### src/rtl/dense_mac_if.sv
// Handshake and tensor-access bundle for the dense_mac dot-product engine.
// The master side is the requester plus the hidden/weight tensor storage.
interface dense_mac_if;
   logic        start;
   logic        act;
   logic [15:0] bias;
   logic [3:0]  h_sel;
   logic [15:0] h_val;
   logic [3:0]  w_sel;
   logic [15:0] w_val;
   logic        busy;
   logic        done;
   logic [15:0] result;
   logic        ovf;

   modport master (
      output start, act, bias, h_val, w_val,
      input  h_sel, w_sel, busy, done, result, ovf
   );

   modport slave (
      input  start, act, bias, h_val, w_val,
      output h_sel, w_sel, busy, done, result, ovf
   );
endinterface

### src/rtl/dense_mac.sv
// 16-element Q8.8 dot product with bias, saturation and optional ReLU.
// Tensor reads have one cycle of latency, so products trail the index by one cycle.
module dense_mac (
   input logic         clk,
   input logic         rst_n,
   dense_mac_if.slave  bus
);

   localparam logic [2:0] IDLE  = 3'd0;
   localparam logic [2:0] RUN   = 3'd1;
   localparam logic [2:0] DRAIN = 3'd2;
   localparam logic [2:0] FINAL = 3'd3;
   localparam logic [2:0] DONE  = 3'd4;

   logic [2:0]         state;
   logic [3:0]         idx;
   logic signed [35:0] acc;
   logic               act_q;
   logic [15:0]        bias_q;
   logic [15:0]        result_q;
   logic               ovf_q;

   logic signed [31:0] product;
   logic               accumulate;
   logic signed [36:0] sum;
   logic signed [36:0] shifted;
   logic [15:0]        sat_val;
   logic               sat_ovf;
   logic [15:0]        final_val;

   assign product    = $signed(bus.h_val) * $signed(bus.w_val);
   // The first RUN cycle still sees stale tensor data; DRAIN picks up element 15.
   assign accumulate = ((state == RUN) && (idx != 4'd0)) || (state == DRAIN);

   assign sum     = {acc[35], acc} + {{13{bias_q[15]}}, bias_q, 8'b0};
   assign shifted = sum >>> 8;

   always_comb begin
      sat_val = shifted[15:0];
      sat_ovf = 1'b0;
      if (shifted > 37'sd32767) begin
         sat_val = 16'h7FFF;
         sat_ovf = 1'b1;
      end else if (shifted < -37'sd32768) begin
         sat_val = 16'h8000;
         sat_ovf = 1'b1;
      end
      final_val = (act_q && sat_val[15]) ? 16'h0000 : sat_val;
   end

   always_ff @(posedge clk or negedge rst_n) begin
      if (!rst_n) begin
         state    <= IDLE;
         idx      <= 4'd0;
         acc      <= '0;
         act_q    <= 1'b0;
         bias_q   <= 16'h0000;
         result_q <= 16'h0000;
         ovf_q    <= 1'b0;
      end else begin
         if (accumulate)
            acc <= acc + {{4{product[31]}}, product};
         case (state)
            IDLE: begin
               if (bus.start) begin
                  state  <= RUN;
                  idx    <= 4'd0;
                  acc    <= '0;
                  act_q  <= bus.act;
                  bias_q <= bus.bias;
               end
            end
            RUN: begin
               idx <= idx + 4'd1;
               if (idx == 4'd15)
                  state <= DRAIN;
            end
            DRAIN: state <= FINAL;
            FINAL: begin
               result_q <= final_val;
               ovf_q    <= sat_ovf;
               state    <= DONE;
            end
            DONE:    state <= IDLE;
            default: state <= IDLE;
         endcase
      end
   end

   assign bus.h_sel  = (state == RUN) ? idx : 4'd0;
   assign bus.w_sel  = (state == RUN) ? idx : 4'd0;
   assign bus.busy   = (state != IDLE);
   assign bus.done   = (state == DONE);
   assign bus.result = result_q;
   assign bus.ovf    = ovf_q;

endmodule
### src/flat_wrapper.sv
// flat-port wrapper written by rule: the top's interface ports become plain ports
module dense_mac_flat 
  (clk, rst_n, bus_start, bus_act, bus_bias, bus_h_val, bus_w_val, bus_h_sel, bus_w_sel, bus_busy, bus_done, bus_result, bus_ovf);
  dense_mac_if bus_i ();
  input logic clk;
  input logic rst_n;
  input wire logic [$bits(bus_i.start)-1:0] bus_start;
  input wire logic [$bits(bus_i.act)-1:0] bus_act;
  input wire logic [$bits(bus_i.bias)-1:0] bus_bias;
  input wire logic [$bits(bus_i.h_val)-1:0] bus_h_val;
  input wire logic [$bits(bus_i.w_val)-1:0] bus_w_val;
  output wire logic [$bits(bus_i.h_sel)-1:0] bus_h_sel;
  output wire logic [$bits(bus_i.w_sel)-1:0] bus_w_sel;
  output wire logic [$bits(bus_i.busy)-1:0] bus_busy;
  output wire logic [$bits(bus_i.done)-1:0] bus_done;
  output wire logic [$bits(bus_i.result)-1:0] bus_result;
  output wire logic [$bits(bus_i.ovf)-1:0] bus_ovf;
  assign bus_i.start = bus_start;
  assign bus_i.act = bus_act;
  assign bus_i.bias = bus_bias;
  assign bus_i.h_val = bus_h_val;
  assign bus_i.w_val = bus_w_val;
  assign bus_h_sel = bus_i.h_sel;
  assign bus_w_sel = bus_i.w_sel;
  assign bus_busy = bus_i.busy;
  assign bus_done = bus_i.done;
  assign bus_result = bus_i.result;
  assign bus_ovf = bus_i.ovf;
  dense_mac u_core (.clk(clk), .rst_n(rst_n), .bus(bus_i));
endmodule
### config.mk
export PLATFORM = sky130hd
export DESIGN_NAME = dense_mac_flat
export DESIGN_NICKNAME = d
export VERILOG_FILES = /design/src/rtl/dense_mac_if.sv /design/src/rtl/dense_mac.sv /design/src/flat_wrapper.sv
export SDC_FILE = /design/constraint.sdc
export NUM_CORES = 1
export LEC_CHECK = 0
export BUFFER_PORTS_ARGS = -buffer_cell sky130_fd_sc_hd__buf_2
export CAP_MARGIN = 5
export CORE_UTILIZATION = 25
export DETAILED_ROUTE_END_ITERATION = 8
export GPL_ROUTABILITY_DRIVEN = 0
export HOLD_SLACK_MARGIN = 0.02
export PLACE_DENSITY = 0.37
export SLEW_MARGIN = 0
export SYNTH_ARGS = -nofsm -noshare
export SYNTH_HDL_FRONTEND = slang
export SYNTH_SLANG_ARGS = --single-unit
### constraint.sdc
create_clock -name clk -period 4.76 [get_ports clk]
set_input_delay 0.238 -clock clk [delete_from_list [all_inputs] [get_ports clk]]
set_output_delay 0.238 -clock clk [all_outputs]
set_load 0.01 [all_outputs]
== Yosys cells after proc, flatten, opt, wreduce, memory -nomap -nowiden ==
Cells that the tools add are included.

* Bits in registers: 77
* Bits in latches: 0
* RAM bits: 0
* Memory bits (read-only): 0
* Input bits: 52
* Output and inout port bits: 27
* Word-level logic and storage cells: 44
* Memories: 0

* $add $sub $neg: 3
* $mul: 1
* Div/mod/pow operators: 0
* Magnitude comparators: 2
* Equal/unequal tests: 7
* Shift-type cells: 0
* Multiplexer cells: 14
* Bitwise operators: 0
* Reductions and logical operators: 10

{| class="wikitable"
|+ Operators by type and width
! kind !! count
|-
| $mux W36 || 3
|-
| $mux W16 || 3
|-
| $add A36 B24 Y37 || 1
|-
| $add A36 B36 Y36 || 1
|-
| $mul A16 B16 Y32 || 1
|-
| $gt A29 B16 Y1 const B || 1
|-
| $lt A29 B16 Y1 const B || 1
|-
| $pmux W3 S4 || 1
|-
| $mux W4 || 2
|-
| $pmux W4 S2 || 1
|-
| $eq A3 B2 Y1 const B || 2
|-
| $mux W3 || 2
|-
| $reduce_and A2 Y1 || 3
|-
| $add A4 B1 Y4 const B || 1
|-
| $eq A4 B4 Y1 const B || 1
|-
| $ne A2 B2 Y1 const B || 2
|-
| $reduce_bool A4 Y1 || 1
|-
| $eq A3 B1 Y1 const B || 1
|-
| $eq A3 B3 Y1 const B || 1
|-
| $logic_not A3 Y1 || 1
|-
| $reduce_bool A3 Y1 || 1
|-
| $logic_and A1 B1 Y1 || 2
|-
| $mux W1 || 2
|-
| $reduce_bool A2 Y1 || 1
|-
| $logic_or A1 B1 Y1 || 1
|}

== Depth between registers and ports, before layout ==
Gate-level depths: netlist of run 1.

* Depth in word-level cells: 6
* Gate-level depth with buffers: 35
* Gate-level depth less buffers: 33

== Worst setup path before layout of run 1 ==
OpenSTA, ideal clock, no wires.

* Path kind: input -> register
* Start point: in bus_w_val[6]
* End point: reg u_core.acc[35]
* Setup time: 0.126 ns
* Data arrival time: 7.439 ns
* Required time: 4.634 ns
* Path slack: -2.805 ns
* Stages: 28
* Path buffers: 1
* Path through: clkbuf_1 and2_1 fa_1 inv_1 fa_1 fa_1 inv_1 fa_1 fa_1 inv_1 fa_1 inv_1 ha_1 a21oi_1 and3b_1 and3_1 nor2_1 a21oi_1 o311a_1 o31a_1 a211oi_1 ha_1 a21oi_1 o21ai_0 a2111oi_0 o21a_1 mux2i_1 mux2i_1

* Longest elaborated chain between the ends: 5

{| class="wikitable"
|+ RTL lines
! element !! line !! text
|-
| from (decl) || flat_wrapper.sv:11 || <nowiki>input wire logic [$bits(bus_i.w_val)-1:0] bus_w_val;</nowiki>
|-
| $mul A16 B16 Y32 (*) || dense_mac.sv:31 || <nowiki>assign product = $signed(bus.h_val) * $signed(bus.w_val);</nowiki>
|-
| $add A36 B36 Y36 (*) || dense_mac.sv:62 || <nowiki>acc <= acc + {{4{product[31]}}, product};</nowiki>
|-
| $mux W36 (*) || dense_mac.sv:61 || <nowiki>if (accumulate)</nowiki>
|-
| $mux W36 || dense_mac.sv:65 || <nowiki>if (bus.start) begin</nowiki>
|-
| $mux W36 (*) || dense_mac.sv:63 || <nowiki>case (state)</nowiki>
|-
| to (signal assigned) || dense_mac.sv:62 ||
|-
| to (decl) || dense_mac.sv:17 || <nowiki>logic signed [35:0] acc;</nowiki>
|}

Every way passes the cells marked *; elsewhere a longest branch is shown, timed or not.
A chain may end at the register's enable or synchronous reset.

== Worst setup path after layout of run 1 ==
* Start point: in bus_h_val[13]
* End point: reg u_core.acc[35]

* Longest elaborated chain between the ends: 5

{| class="wikitable"
|+ RTL lines
! element !! line !! text
|-
| from (decl) || flat_wrapper.sv:10 || <nowiki>input wire logic [$bits(bus_i.h_val)-1:0] bus_h_val;</nowiki>
|-
| $mul A16 B16 Y32 (*) || dense_mac.sv:31 ||
|-
| $add A36 B36 Y36 (*) || dense_mac.sv:62 ||
|-
| $mux W36 (*) || dense_mac.sv:61 ||
|-
| $mux W36 || dense_mac.sv:65 ||
|-
| $mux W36 (*) || dense_mac.sv:63 ||
|}

Marked as above.

==> impl_metrics.toml, run 1 <==
[global_routing]
antenna_found_initial = 0
grt_pass1_vias = 15000
grt_pass1_wl_um = 81400
grt_overflow = 0
grt_max_degree = 61
grt_util_all_layers_pct = 15.0

[synth]
ys_types = 71
syn_area_per_cell_um2 = 8.48
yosysTopAreaCellShare_pct = 31.7
synth_area_leaders = "fa_1 32%, dfrtp_1 12%, ha_1 11%"
synth_seq_cells = 77
synth_edf_count = 0
synth_common_cells = "345 x inv_1, 265 x nand2_1, 264 x fa_1, 147 x ha_1, 130 x and2_1"
synth-seq-area-share_pct = 11.6
synthesis.area_mm2 = 0.0166
synth_cells = 1962
yosys.area.top_type = "fa_1"
ys.flop_type = "dfrtp_1"
synth-async-reset-ratio_pct = 100
yosysMostFrequentCell = "inv_1"
syn-num-nets = 2425
ys_warn_count = 0

[critical_path]
path_common_cell = "fa_1"
r2r_end = "u_core.bus.result[12]$_DFFE_PN0P_"
critPathRequiredTime_ns = 5.05
rr_worst_depth = 13
cp-end-kind = "flip-flop"
path_class = "input port to flip-flop"
crit_start = "bus_h_val[13]"
critical_path_peak_fanout = 6
critPathBufInv = 5
critPathSlowestCell = "fa_1"
rrSetupSlack_ns = 0.50
cpLargestDelayFamily = "adder cells"
worstSetupStartpointType = "input port"
slowest_delay_ns = 0.56
arrival_ns = 7.29
r2r-start = "u_core.acc[8]$_DFF_PN0_"

[drt]
drt_wl_total_um = 48300
vias = 13900
drtPass1Iterations = 4
drt-initial-drc-count = 485
route.detailed.drc = 0
routedWlPerCell_um = 15.3
vias_per_cell = 4.41
antenna_left = 0

[hold_path]
min-delay-start = "bus_bias[12]"
min_to = "u_core.bias_q[12]$_DFFE_PN0P_"
hold_depth = 3
hp-class = "input port to flip-flop"

[placed_design]
portBuffers = 78
dp.final_hpwl_um = 39900
place_inst = 3083

[clock_tree]
numClockSinks = 77
path_clk_slew_ns = 0.07
clk_path_buf_depth = 2
clock_latency_ns = 0.37
root_buffer = "clkbuf_16"
cts_tree = "done"
htree_levels = 3
cts_buffers = 9

[timing]
grt_setup_unrepaired = "true"
setup_viol = 27
period_share_pct = 147
finalHoldViolCount = 0
layout_setup_ws_ns = -2.23
layout_min_cycle_time_ns = 6.99
drv_slew = 0
slew_headroom_pct = 39.7
finClkSkew_ns = 0.0132
worst_slew_pin_slew_ns = 0.903
max_freq_ghz = 0.143

[floorplan]
die_w_um = 260
rows = 94
initial_core_util_pct = 25.3
io_pins = 79
die_h_um = 260
core_area_mm2 = 0.0659
die-area_mm2 = 0.0676

[run_status]
failed_checks = "setup timing"
outcome = "complete, but fails checks"

[job]
maxCapViolCount = 0

[cells_and_area]
drive_above_1_share_pct = 28.8
fin_cells = 3159
nNetsFinal = 2753
num-fill-cells = 6948
area_delta_synth_final_pct = 34.0
multi_input_area_mm2 = 0.0145
ff_latch_area_mm2 = 0.00193
n_antenna_cell = 0
## how the worst max path moves through the flow
stage	to	cells past startpoint
global route	u_core.acc[35]$_DFF_PN0_	33
floorplan	u_core.acc[35]$_DFF_PN0_	31
CTS	u_core.acc[35]$_DFF_PN0_	30
finish	u_core.acc[35]$_DFF_PN0_	31
detailed placement	u_core.acc[35]$_DFF_PN0_	30
global placement	u_core.acc[35]$_DFF_PN0_	30
## worst min-delay path: cells and delay by family
family                 cells  cell delay (ns)
AND/OR/NAND/NOR            2             0.08
buffers and inverters      1             0.07
## layout make-up
class,instances,area share [%]
flip-flops and latches,77,8.64
clock inverters,7,0.269
repair buffers,389,14.4
multi-input cells,1468,64.9
well taps,864,4.85
inverters,345,5.84
clock buffers,9,1.01
## cell usage in the layout (no fill, tap or decap), drive strengths merged, types with 25 or more instances in the layout
master	instances
ha	147
xor2	26
xnor2	52
o21ai	59
and3	25
nor3	25
o31ai	25
nand3	34
inv	346
buf	387
a21o	44
dfrtp	77
nor2	88
and2	131
nand2	265
fa	264
a21oi	113
## registers in the layout (all words and copies together) (netlist names)
register,count
u_core.bias_q,16
u_core.acc,36
u_core.bus.result,16
u_core.act_q,1
u_core.state,3
u_core.bus.ovf,1
u_core.idx,4
## per-layer routing
layer  global-route usage [%]  wire (um)  vias up
met5                        0          0        -
met4                     3.04        637        0
met3                    0.819        666       23
met2                     24.5      22700      125
met1                     21.8      24400     6834
li1                         -          -     6938
## stage by stage
stage	worst slack (ns)	area (um2)	hold slack [ns]	utilization, %	TNS, ns
3_3_place_gp	-2.75	20200	0.154	30.6	-59.78
3_5_place_dp	-2.81	20200	0.155	30.6	-59.46
4_1_cts	-2.17	21600	0.0429	32.7	-42.98
5_1_grt	-2.56	22300	0.0606	33.9	-55.76
2_1_floorplan	-2.24	17200	-0.0576	-	-40.32
6_report	-2.23	22300	0.0623	33.9	-48.00
## repair_timing
item                                    4_1_cts  5_1_grt
endpoints found under the setup margin       28       29
setup buffers                                36       32
gates resized for setup                     206      134
endpoints found under the hold margin        17        0
hold buffers                                  1        0
pin swaps                                   166       98
## logic make-up after synthesis
family | count (synthesis) | share of synthesized area, %
buffers and inverters | 417 | 9.65
multiplexers | 5 | 0.301
AND/OR/NAND/NOR | 627 | 18.0
XOR/XNOR | 78 | 4.10
AO/OA/AOI/OAI | 347 | 13.5
flip-flops | 77 | 11.6
adder cells (fa/ha/maj) | 411 | 42.8
Power of run 1 is left out: the tool's default activity adds up to more than one toggle a clock period on the data nets, which glitch-free logic cannot reach.
==> run 2, diff against run 1 <==
CELL_PAD_IN_SITES_DETAIL_PLACEMENT = 2   (was default)
CELL_PAD_IN_SITES_GLOBAL_PLACEMENT = 2   (was default)
CORE_MARGIN = 5   (was default)
CTS_CLUSTER_DIAMETER = 30   (was default)
PLACE_DENSITY = 0.54   (was 0.37)
==> run 2 against run 1 <==
Against the previous run: the flow still finishes with violations (setup timing); global-route usage up 1.3 points; sequential cell count unchanged; final cell count about the same; non-clock buffer count down 1; critical endpoint is now u_core.acc[27]$_DFF_PN0_.
==> impl_metrics.toml, run 2 (same netlist as run 1, synthesis figures left out) <==
[cells_and_area]
nNetsFinal = 2752
largest_reg_flops = 36
area_delta_synth_final_pct = 32.5
regMostFlops = "u_core.acc"
final_cell_mix = "319 x inv_1, 296 x buf_4, 257 x nand2_1"
final_common_cell = "inv_1"
n_antenna_cell = 0
design_area_mm2 = 0.0221
num-fill-cells = 7329
fin_util_pct = 33.5
drive_above_1_share_pct = 27.5

[drt]
vias = 14400
routed.top_layer = "met4"
met3_length_um = 736
vias_per_cell = 4.57
wl_met2_um = 28700
drt_wl_total_um = 56800
routedWlPerCell_um = 18.0
drtPass1Iterations = 4
drt-initial-drc-count = 295
antenna_left = 0
m1WireLength_um = 26600
route.detailed.drc = 0

[critical_path]
worstSetupStartpointType = "input port"
crit_start = "bus_h_val[5]"
path_class = "input port to flip-flop"
arrival_ns = 7.40
rr_worst_depth = 12
r2r_end = "u_core.bus.result[4]$_DFFE_PN0P_"
critical_path_peak_fanout = 8
rrSetupSlack_ns = 0.69
critPathRequiredTime_ns = 5.03
slowest_delay_ns = 0.59
critPathSlowestCell = "fa_2"
cp-end-kind = "flip-flop"
r2r-start = "u_core.acc[10]$_DFF_PN0_"

[timing]
setup_viol = 29
worst_slew_pin_slew_ns = 1.09
finClkSkew_ns = 0.0129
layout_setup_ws_ns = -2.37
finalHoldViolCount = 0
max_freq_ghz = 0.140
holdWs_ns = 0.0726
slew_headroom_pct = 27.4
drv_slew = 0
period_share_pct = 150
layout_min_cycle_time_ns = 7.13
grt_setup_unrepaired = "true"

[global_routing]
grt_overflow = 0
antenna_found_initial = 0
grt_pass1_vias = 17200
grt_util_all_layers_pct = 16.3
grt_pass1_wl_um = 95100
grt_max_degree = 54

[run_status]
outcome = "complete, but fails checks"
failed_checks = "setup timing"

[floorplan]
die-area_mm2 = 0.0719
die_w_um = 268
initial_core_util_pct = 25.3
die_h_um = 268
io_pins = 79
core_area_mm2 = 0.0659
rows = 94

[placed_design]
dp.final_hpwl_um = 47500
place_area_mm2 = 0.0203
portBuffers = 78

[clock_tree]
cts_tree = "done"
numClockSinks = 77
root_buffer = "clkbuf_16"
clk_path_buf_depth = 2
path_clk_slew_ns = 0.07
htree_levels = 3
clock_latency_ns = 0.36
cts_buffers = 9

[hold_path]
min_to = "u_core.bias_q[12]$_DFFE_PN0P_"
hold_depth = 3
hp-class = "input port to flip-flop"
min-delay-start = "bus_bias[12]"

[job]
maxCapViolCount = 0
[run 2: final cells by class]
cell class	count	area [um2]	share of cell area [%]
clock buffers	10	239	1.08
multi-input cells	1468	14300	65.0
well taps	864	1080	4.90
repair buffers	388	3070	13.9
clock inverters	6	116	0.528
inverters	345	1300	5.88
flip-flops and latches	77	1930	8.74
[run 2: what timing repair did]
action,4_1_cts,5_1_grt
pin swaps,125,57
setup buffers,34,15
endpoints found under the setup margin,28,29
cloned,0,0
gates resized for setup,197,57
hold buffers,1,0
hold endpoints to repair,24,0
[run 2: layer usage]
layer,vias to the layer above,track usage (%)
met5,-,0
met4,0,2.96
met3,34,1.02
met2,94,29.3
met1,7377,21.9
li1,6924,-
[run 2: critical path: cells and delay by family]
| family | cells | cell delay (ns) |
|---|---|---|
| compound gates | 9 | 1.80 |
| buf+inv | 6 | 0.42 |
| xor+xnor | 1 | 0.10 |
| fa+ha+maj | 8 | 3.70 |
| simple gates | 7 | 1.11 |
[run 2: metrics by stage]
step / cells / worst slack, ns / setup TNS, ns
final: 3158 / -2.37 / -48.08
after global routing: 3158 / -2.61 / -55.67
after CTS: 3145 / -2.31 / -46.10
after detailed placement: 3096 / -3.00 / -63.86
after global placement: 3096 / -2.84 / -60.83
after floorplan: 1962 / -2.24 / -40.32
[run 2: worst max-delay path by stage]
stage                                          end  slack (ns)  depth (start not counted)
after floorplan           u_core.acc[35]$_DFF_PN0_       -2.24                         31
final                     u_core.acc[27]$_DFF_PN0_       -2.37                         31
after global placement    u_core.acc[35]$_DFF_PN0_       -2.84                         30
after CTS                 u_core.acc[35]$_DFF_PN0_       -2.31                         33
after detailed placement  u_core.acc[35]$_DFF_PN0_       -3.00                         32
after global routing      u_core.acc[27]$_DFF_PN0_       -2.61                         31
Power of run 2 is left out for the same reason.
==> run 3, diff against run 2 <==
PLACE_DENSITY = 0.56   (was 0.54)
clock period = 5.8 ns   (was 4.76 ns; I/O delays follow)
==> run 3 against run 2 <==
Against the previous run: the flow still finishes with violations (setup timing); count of clock-buffer cells in the layout is 1 higher; global-route usage is 0.11 points lower; clock skew is 0.0043 ns lower; largest cell class unchanged; design area is 0.58% lower.
==> impl_metrics.toml, run 3 (same netlist as run 1, synthesis figures left out) <==
[cells_and_area]
area_delta_synth_final_pct = 31.7
final_cell_mix = "311 x inv_1, 265 x buf_4, 256 x nand2_1"
drive_above_1_share_pct = 27.5
nNetsFinal = 2730
largest_reg_flops = 36
n_antenna_cell = 0
regMostFlops = "u_core.acc"
final_common_cell = "inv_1"

[clock_tree]
clk_path_buf_depth = 2
cts_buffers = 9
htree_levels = 3
root_buffer = "clkbuf_16"
path_clk_slew_ns = 0.06
cts_tree = "done"
numClockSinks = 77
clock_latency_ns = 0.36

[drt]
route.detailed.drc = 0
routedWlPerCell_um = 18.1
vias_per_cell = 4.61
vias = 14500
drtPass1Iterations = 4
drt_wl_total_um = 56800
antenna_left = 0
drt-initial-drc-count = 299

[timing]
period_share_pct = 123
max_freq_ghz = 0.141
finalHoldViolCount = 0
drv_slew = 0
slew_headroom_pct = 33.5
layout_min_cycle_time_ns = 7.11
setup_viol = 23
finClkSkew_ns = 0.00853
grt_setup_unrepaired = "true"
layout_setup_ws_ns = -1.31
worst_slew_pin_slew_ns = 0.993
setup_tns_ns = -19.33

[critical_path]
path_class = "input port to flip-flop"
arrival_ns = 7.38
critical_path_peak_fanout = 5
slowest_delay_ns = 0.55
worstSetupStartpointType = "input port"
cp-end-kind = "flip-flop"
path_common_cell = "fa_1"
critPathSlowestCell = "fa_1"
critPathRequiredTime_ns = 6.08

[floorplan]
die_w_um = 268
rows = 94
io_pins = 79
core_area_mm2 = 0.0659
die-area_mm2 = 0.0719
die_h_um = 268
initial_core_util_pct = 25.3

[run_status]
outcome = "complete, but fails checks"
failed_checks = "setup timing"

[global_routing]
grt_pass1_vias = 17100
grt_max_degree = 70
grt_overflow = 0
grt_util_all_layers_pct = 16.2
antenna_found_initial = 0
grt_pass1_wl_um = 94500

[placed_design]
portBuffers = 78
dp.final_hpwl_um = 47400

[job]
maxCapViolCount = 0

[hold_path]
hp-class = "input port to flip-flop"
[run 3: area by class of cell]
class                           count  area [um2]
Clock inverter                      3        23.8
Inverter                          345        1300
Tap cell                          864        1080
Sequential cell                    77        1930
Timing Repair Buffer              366        2950
Clock buffer                       11         243
Fill cell                        7348       43900
Multi-Input combinational cell   1468       14400
[run 3: path summary, 6_finish.rpt]
check	start	end	slack, ns	depth (start not counted)
worst max-delay path	bus_h_val[7]	u_core.acc[35]$_DFF_PN0_	-1.31	31
worst min-delay path	bus_bias[13]	u_core.bias_q[13]$_DFFE_PN0P_	0.13	3
worst max register to register	u_core.acc[8]$_DFF_PN0_	u_core.bus.result[10]$_DFFE_PN0P_	1.68	12
worst min register to register	u_core.bus.result[15]$_DFFE_PN0P_	u_core.bus.result[15]$_DFFE_PN0P_	0.49	2
max in group asynchronous	rst_n	u_core.acc[7]$_DFF_PN0_	4.31	3
min in group asynchronous	rst_n	u_core.acc[29]$_DFF_PN0_	0.31	2
[run 3: per-stage QoR]
step / setup slack, ns / hold WS, ns / std cells / area [um2] / utilization [%]
after floorplan: -1.25 / -0.00559 / 1962 / 17200 / -
after global placement: -1.80 / 0.146 / 3078 / 20100 / 30.5
after detailed placement: -2.03 / 0.144 / 3078 / 20100 / 30.5
after CTS: -1.34 / 0.111 / 3123 / 21500 / 32.6
after global routing: -1.62 / 0.135 / 3134 / 21900 / 33.3
final: -1.31 / 0.131 / 3134 / 21900 / 33.3
[run 3: critical path, delay by kind of cell]
family / cells / cell delay [ns]
adders and majority gates: 8 / 3.61
AOI/OAI and AO/OA: 11 / 2.26
and+or+nand+nor: 4 / 0.42
muxes: 2 / 0.36
buffers and inverters: 5 / 0.33
xor gates and xnor gates: 1 / 0.10
[run 3: layer usage]
metal	global-route usage [%]	part of all wire (%)
met5	0	0
met4	2.16	0.83
met3	0.815	1.3
met2	29.4	52
met1	22.0	46
[run 3: what timing repair did]
item,4_1_cts,5_1_grt
buffers inserted,31,13
cloned,2,0
setup endpoints to repair,26,27
hold endpoints to repair,8,0
hold buffers,1,0
pin swaps,116,87
resized for setup,198,78
Power of run 3 is left out for the same reason.
